### config.mk
export PLATFORM = sky130hd
export DESIGN_NAME = alu_bist
export DESIGN_NICKNAME = d
export VERILOG_FILES = /design/src/rtl/alu_bist.sv
export SDC_FILE = /design/constraint.sdc
export NUM_CORES = 1
export LEC_CHECK = 0
export ABC_AREA = 1
export CORE_AREA = 2 2 74 76
export DETAILED_ROUTE_END_ITERATION = 6
export DIE_AREA = 0 0 76 78
export GPL_ROUTABILITY_DRIVEN = 0
export PLACE_DENSITY = 0.78
export SLEW_MARGIN = 5
export SYNTH_ARGS = -nofsm -noshare
export SYNTH_HDL_FRONTEND = slang
export SYNTH_SLANG_ARGS = --single-unit
### constraint.sdc
create_clock -name clk -period 2 [get_ports clk]
set_input_delay 0.4 -clock clk [delete_from_list [all_inputs] [get_ports clk]]
set_output_delay 0.4 -clock clk [all_outputs]
set_load 0.1 [all_outputs]
### src/rtl/alu_bist.sv
// Built-in self-test driver for the 8-bit combinational alu.
// Operands come from an LFSR; results are folded into a 16-bit MISR.
module alu_bist #(
  parameter int unsigned NUM_VECTORS = 32,
  parameter logic [15:0] LFSR_SEED   = 16'hACE1,
  parameter logic [15:0] EXP_SIG     = 16'h0000
) (
  input  logic        clk,
  input  logic        reset,
  input  logic        start,
  output logic [7:0]  alu_a,
  output logic [7:0]  alu_b,
  output logic [3:0]  alu_mode,
  input  logic [7:0]  alu_result,
  input  logic        alu_cout,
  output logic        busy,
  output logic        done,
  output logic        pass,
  output logic [15:0] signature
);

  typedef enum logic [1:0] {
    IDLE = 2'd0,
    RUN  = 2'd1,
    DONE = 2'd2
  } state_t;

  localparam logic [15:0] LAST = 16'(NUM_VECTORS - 1);

  state_t      state_q, state_d;
  logic [15:0] lfsr_q, lfsr_d;
  logic [15:0] misr_q, misr_d;
  logic [15:0] cnt_q, cnt_d;

  logic [15:0] lfsr_step;
  logic [15:0] misr_step;

  // x^16+x^14+x^13+x^11+1, Fibonacci form
  assign lfsr_step = {lfsr_q[14:0],
                      lfsr_q[15] ^ lfsr_q[13] ^
                      lfsr_q[12] ^ lfsr_q[10]};

  assign misr_step = {misr_q[14:0], 1'b0}
                   ^ (misr_q[15] ? 16'h8005 : 16'h0000)
                   ^ {7'b0, alu_cout, alu_result};

  always_ff @(posedge clk) begin
    if (reset) begin
      state_q <= IDLE;
      lfsr_q  <= LFSR_SEED;
      misr_q  <= 16'h0000;
      cnt_q   <= 16'h0000;
    end else begin
      state_q <= state_d;
      lfsr_q  <= lfsr_d;
      misr_q  <= misr_d;
      cnt_q   <= cnt_d;
    end
  end

  always_comb begin
    state_d = state_q;
    lfsr_d  = lfsr_q;
    misr_d  = misr_q;
    cnt_d   = cnt_q;
    unique case (state_q)
      IDLE, DONE: begin
        if (start) begin
          state_d = RUN;
          lfsr_d  = LFSR_SEED;
          misr_d  = 16'h0000;
          cnt_d   = 16'h0000;
        end
      end
      RUN: begin
        misr_d = misr_step;
        // last vector leaves operands frozen on display
        if (cnt_q == LAST) begin
          state_d = DONE;
        end else begin
          lfsr_d = lfsr_step;
          cnt_d  = cnt_q + 16'd1;
        end
      end
      default: state_d = IDLE;
    endcase
  end

  assign alu_a     = lfsr_q[15:8];
  assign alu_b     = lfsr_q[7:0];
  assign alu_mode  = cnt_q[3:0];
  assign signature = misr_q;
  assign busy      = (state_q == RUN);
  assign done      = (state_q == DONE);
  assign pass      = (state_q == DONE) && (misr_q == EXP_SIG);

endmodule

==> results of run 1 <==
==> worst min-delay path: cells and delay by family, from the launching register on <==
| kind | cells | cell delay [ps] |
|---|---|---|
| and+or+nand+nor | 2 | 110 |
| DFF | 1 | 320 |
==> sequential cells by signal, summed over array words and instances, names as in the netlist <==
register   cells
signature     16
state_q        2
lfsr_q        16
cnt_q         16
==> power by group through the flow <==
stage               Clock [mW]  Sequential (mW)  Combinational [mW]
floorplan                    0             1.32               0.222
global placement             0             1.09               0.566
detailed placement           0             1.09               0.573
CTS                      0.686             1.07               0.574
global route             0.720             1.08               0.602
finish                   0.672             1.07               0.571
==> path summary, 6_finish.rpt <==
check                              startpoint        end  cells past startpoint
worst min register to register      lfsr_q[8]  lfsr_q[8]                      2
worst max register to register       cnt_q[1]  lfsr_q[4]                      9
worst min-delay path                lfsr_q[8]  lfsr_q[8]                      2
worst max-delay path            signature[15]       pass                      5
==> area by class of cell <==
cell class | instances | share of cell area
Sequential cell | 50 | 0.313
Tap cell | 70 | 0.0273
Clock buffer | 8 | 0.0343
Timing Repair Buffer | 56 | 0.171
Inverter | 16 | 0.0187
Multi-Input combinational cell | 270 | 0.436
==> logic make-up after synthesis <==
| family | synth area share |
|---|---|
| XOR/XNOR | 0.0137 |
| AND/OR/NAND/NOR | 0.371 |
| buffers and inverters | 0.0737 |
| AO/OA/AOI/OAI | 0.142 |
| flip-flops | 0.391 |
| adder cells (fa/ha/maj) | 0.00976 |
==> cell usage in the layout, fill, tap and decap left out, types with 9 or more instances in the layout <==
cell type / n
a21oi_1: 39
buf_4: 37
clkdlybuf4s50_1: 11
dfxtp_1: 48
inv_1: 10
nand2_1: 87
nand3_1: 50
nor2_1: 29
o21ai_0: 9
==> layer usage <==
metal / share of wire / GRT usage / up-vias / wire length (um)
li1: - / - / 1279 / -
met1: 0.47 / 0.270 / 1154 / 2880
met2: 0.48 / 0.345 / 48 / 2930
met3: 0.039 / 0.0407 / 7 / 238
met4: 0.011 / 0.0673 / 0 / 70
met5: 0 / 0 / - / 0
==> summary.md, run 1 <==
| Metric | Value |
|---|---|
| Fillers | `451` |
| CP required | `~1600 ps` |
| Via/cell ratio | `5.29` |
| Sequential cell area | `1000 um2` |
| # diodes | `0` |
| First DRT Iteration DRCs | `between 100 and 150` |
| Number of synthesized register bits | `50` |
| DP Worst Slack | `186 ps` |
| Count leader, synth | `nand2_1` |
| Pins over their slew limit | `0` |
| Area growth syn-to-layout | `25.2%` |
| Final Hold Vio Count | `0` |
| H-tree levels | `2` |
| Initial antenna violation count | `0` |
| Row Count | `26` |
| Finished Cell Area | `3210 um2` |
| Yosys cell types | `34` |
| Setup bufs post-CTS | `0` |
| P_sw | `0.791 mW` |
| Share of cells above drive strength 1 | `0.218` |
| Total vias in the final route | `2488` |
| Clk pin slew, worst setup/hold paths | `~80 ps` |
| CP Max Fanout | `6` |
| Top_reg_cell synth | `dfxtp_1` |
| Syn_nets | `around 370` |
| Die Y | `~78 um` |
| Setup violators final | `0` |
| Crit. End Element | `output port` |
| Initial Util | `0.508` |
| Synthesized instance count | `between 300 and 400` |
| Core Box Area | `5040 um2` |
| Worst hold slack | `roughly 470 ps` |
| Startpoint types | `flop` |
| Largest delay share family, worst path | `simple AND/OR/NAND/NOR gates` |
| R2r setup slk | `160 ps` |
| Final WL | `6120 um` |
| Commonest cells in the netlist | `nand2_1 (87), nand3_1 (51), dfxtp_1 (50)` |
| Fin util | `0.636` |
| Total congestion overflow | `0` |
| Synth Area per Inst | `~7.2 um2` |
| Critical Path Max Stage Delay | `360 ps` |
| Die Area | `5930 um2` |
| F_max | `526 MHz` |
| Setup TNS | `0 ps` |
| CTS tree | `built` |
| Critical-path cell list | `inv_1 > ha_1 > nand2_1 > nor4_4 > buf_12` |
| Ports | `51` |
| Worst path arrival time | `1500 ps` |
| Port bufs | `50` |
| Pwr Density | `721 nW/um2` |
| Multi-input gate area | `1400 um2` |
| Reg power frac | `0.463` |
| Top-area cell type share of the netlist area | `0.391` |
| Crit path max-delay cell type | `dfxtp_2` |
| Fin Clk Skew | `7.45 ps` |
| EDFF count, synth | `0` |
| Final std cells w/o fill | `between 400 and 500` |
| Outcome | `finished clean` |
| First-pass GRT wire length | `10100 um` |
| Leakage | `1.25 nW` |
| Synth area leader | `dfxtp_1` |
| Overall power | `2.31 mW` |
| Worst-margin pin slew | `roughly 520 ps` |
| Num Clock Sinks | `50` |
| Hpwl dp | `between 4000 and 5000 um` |
| Seq/Total Area, Yosys | `0.391` |
| Post-cts resize count | `0` |
| Vias in the first global route | `2228` |
| Netlist Area Pre-Place | `between 2000 and 3000 um2` |
| Antenna-violating nets left | `0` |
| Synth area leaders | `dfxtp_1 (39%), nand2_1 (13%), nand3_1 (10%)` |
| Ys Warns | `0` |
| Comb pwr share | `0.247` |
| Maximum number of pins on one net before global-route repair | `33` |
| Chip Width | `approximately 76 um` |
| Max Root-Sink Buffers | `2` |
| Hold buffers post-CTS | `0` |
| Max Cap Viol | `0` |
| DRC errors left | `0` |
| Async set or reset register ratio after synthesis | `0` |
| Later-pin clock latency in the skew report | `roughly 300 ps` |
| Peak VDD IR | `581 uV` |
| Min-Delay Path Class | `reg2reg` |
| Int Pwr | `1.52 mW` |
| Number of buffers and inverters on the critical path | `2` |
| Final WS setup | `101 ps` |
| RSZ-0062 raised after global routing | `no` |
| Switching share of power | `0.342` |
| Placed inst area | `between 3000 and 4000 um2` |
| Critical path type | `reg2out` |
| DR WL/cell | `13.0 um` |
| Worst relative slew slack | `0.650` |
| GRT Overall Usage | `0.207` |
| Clock share of power | `0.291` |
| Placed Instances | `462` |
| CTS root buf | `clkbuf_8` |
| Post-route clock period utilization | `0.950` |
| Final Net Count | `413` |
| DRT Pass-1 Iters | `4` |
| CTS Buf Count | `5` |
| Fin crit period | `around 1900 ps` |
Power figures use the tool's default switching activity.
==> inputs of run 2 (changes only) <==
--- a/config.mk
+++ b/config.mk
@@ -7,9 +7,9 @@
 export LEC_CHECK = 0
 export ABC_AREA = 1
-export CORE_AREA = 2 2 74 76
+export CORE_AREA = 2 2 78 80
 export DETAILED_ROUTE_END_ITERATION = 6
-export DIE_AREA = 0 0 76 78
+export DIE_AREA = 0 0 80 82
 export GPL_ROUTABILITY_DRIVEN = 0
-export PLACE_DENSITY = 0.78
+export PLACE_DENSITY = 0.74
 export SLEW_MARGIN = 5
 export SYNTH_ARGS = -nofsm -noshare
==> constraint.sdc (replaced) <==
create_clock -name clk -period 1.7 [get_ports clk]
set_input_delay 0.255 -clock clk [delete_from_list [all_inputs] [get_ports clk]]
set_output_delay 0.255 -clock clk [all_outputs]
set_load 0.1 [all_outputs]
==> run 2 against run 1 <==
Die area increased by 11%. Largest cell class unchanged. Final area increased by 17%. Clock power up 11%. Critical path type unchanged.
==> summary.md, run 2 (same netlist as run 1, synthesis figures left out) <==
| Metric | Value |
|---|---|
| Fin Clk Skew | `11.8 ps` |
| H-tree levels | `2` |
| Via/cell ratio | `5.25` |
| Placed inst area | `3550 um2` |
| Reg-to-reg startpoint | `cnt_q[1]` |
| Final Hold Vio Count | `0` |
| Most frequent cells in the layout | `nand2_1 (86), nand3_1 (50), dfxtp_1 (41), buf_12 (41), a21oi_1 (39)` |
| Die Y | `82 um` |
| Total congestion overflow | `0` |
| Later-pin clock latency in the skew report | `roughly 310 ps` |
| CTS root buf | `clkbuf_8` |
| Max Root-Sink Buffers | `2` |
| Vias in the first global route | `2526` |
| Worst hold slack | `507 ps` |
| R2r setup slk | `approximately 180 ps` |
| Share of cells above drive strength 1 | `0.268` |
| Peak VDD IR | `708 uV` |
| Chip Width | `80 um` |
| Row Count | `28` |
| RSZ-0062 raised after global routing | `yes` |
| Fin crit period | `1680 ps` |
| Num Clock Sinks | `50` |
| Critical path type | `reg2out` |
| Hold buffers post-CTS | `0` |
| Worst Hold End | `lfsr_q[2]` |
| Core Box Area | `5750 um2` |
| Pwr Density | `752 nW/um2` |
| Final WL | `6360 um` |
| # diodes | `0` |
| GRT Max-Usage Layer | `met2` |
| First DRT Iteration DRCs | `145` |
| Hold Path Depth | `2` |
| Pins over their slew limit | `0` |
| Commonest non-fill, non-tap cell in the layout | `nand2_1` |
| Met3 usage | `0.0429` |
| Post-route clock period utilization | `0.990` |
| F_max | `between 500 and 600 MHz` |
| Hpwl dp | `between 4000 and 5000 um` |
| Leakage | `1.43 nW` |
| Fillers | `471` |
| DR WL/cell | `13.1 um` |
| Crit. End Element | `output port` |
| R2R cell count | `9` |
| Worst-margin pin slew | `between 300 and 400 ps` |
| Total vias in the final route | `2546` |
| HP Start | `lfsr_q[2]` |
| Area growth syn-to-layout | `46.7%` |
| CP Max Fanout | `2` |
| Ports | `between 50 and 60` |
| Initial Util | `0.446` |
| Final std cells w/o fill | `485` |
| DRT Pass-1 Iters | `4` |
| Worst relative slew slack | `0.796` |
| GR Layer Usage met1 | `0.256` |
| Worst path arrival time | `roughly 1400 ps` |
| Final Net Count | `approximately 420` |
| CTS Buf Count | `5` |
| DRC errors left | `0` |
| Clk pin slew, worst setup/hold paths | `100 ps` |
| Min-Delay Path Class | `reg2reg` |
| Finished Cell Area | `3760 um2` |
| Fin util | `0.654` |
| Die Area | `6560 um2` |
| CTS tree | `built` |
| FF-to-FF End | `lfsr_q[12]` |
| Port bufs | `50` |
| Met2 Track Usage GR | `0.358` |
| Outcome | `finished clean` |
| First-pass GRT wire length | `11000 um` |
| CP required | `1440 ps` |
| Overall power | `2.83 mW` |
| Setup violators final | `0` |
| Startpoint types | `flop` |
| Antenna-violating nets left | `0` |
| Placed Instances | `471` |
| Initial antenna violation count | `0` |
| Max Cap Viol | `0` |
| Maximum number of pins on one net before global-route repair | `33` |
| GRT Overall Usage | `0.208` |
[run 2: changes by cell type in the layout (fill, tap and decap cells not counted), moves of 5 or more]
cell | previous run | this run
dfxtp_2 | 2 | 7
dfxtp_1 | 48 | 41
buf_12 | 8 | 41
buf_4 | 37 | 12
[run 2: per-layer routing]
metal	part of all wire	vias up
met4	0.017	0
met1	0.44	1190
met3	0.034	11
li1	-	1299
met5	0	-
met2	0.51	46
[run 2: worst max-delay path, stage by stage, from the launching register on]
cell     delay, ps
dfxtp_4        360
inv_4           50
ha_4           140
nand2_4         50
nor4_4         300
buf_12         210
[run 2: how the worst max path moves through the flow]
stage,from,endpoint,slack (ps),cells past startpoint
after floorplan,state_q[1],pass,-680,4
after global placement,start,signature[8],220,6
after detailed placement,cnt_q[1],cnt_q[1],150,9
after CTS,signature[2],pass,3,4
after global routing,signature[15],pass,-80,5
final,signature[15],pass,20,5
[run 2: what timing repair did]
action / CTS / global route
pin swaps: 2 / 4
buffers inserted: 5 / 0
endpoints found under the setup margin: 1 / 16
resized for setup: 14 / 9
cloned: 0 / 1
hold endpoints to repair: 0 / 0
[run 2: cell type report]
cell class / instances / area (um2) / share of cell area
clock buffer: 6 / 82.6 / 0.0220
clock inverter: 2 / 17.5 / 0.00466
inverter: 16 / 65.1 / 0.0173
multi-input combinational: 271 / 1450 / 0.386
sequential: 50 / 1020 / 0.271
tap: 75 / 93.8 / 0.0250
timing repair buffer: 65 / 1030 / 0.275
[run 2: per-stage QoR]
step	TNS [ps]	worst slack (ps)
4_1_cts	0	2.91
5_1_grt	-80.9	-80.9
3_5_place_dp	0	146
3_3_place_gp	0	218
2_1_floorplan	-677	-677
6_report	0	16.9
[run 2: report_power, final]
| group | internal (mW) | switching [mW] |
|---|---|---|
| clock | 0.336 | 0.413 |
| sequential | 1.21 | 0.0665 |
| combinational | 0.280 | 0.521 |
| total | 1.83 | 1.00 |
==> inputs of run 3 (changes only) <==
Settings changed: CAP_MARGIN set to 0, CTS_CLUSTER_DIAMETER set to 120.
==> results of run 3 <==
Same layout as run 2: the final DEF is identical, and so are final timing and power.
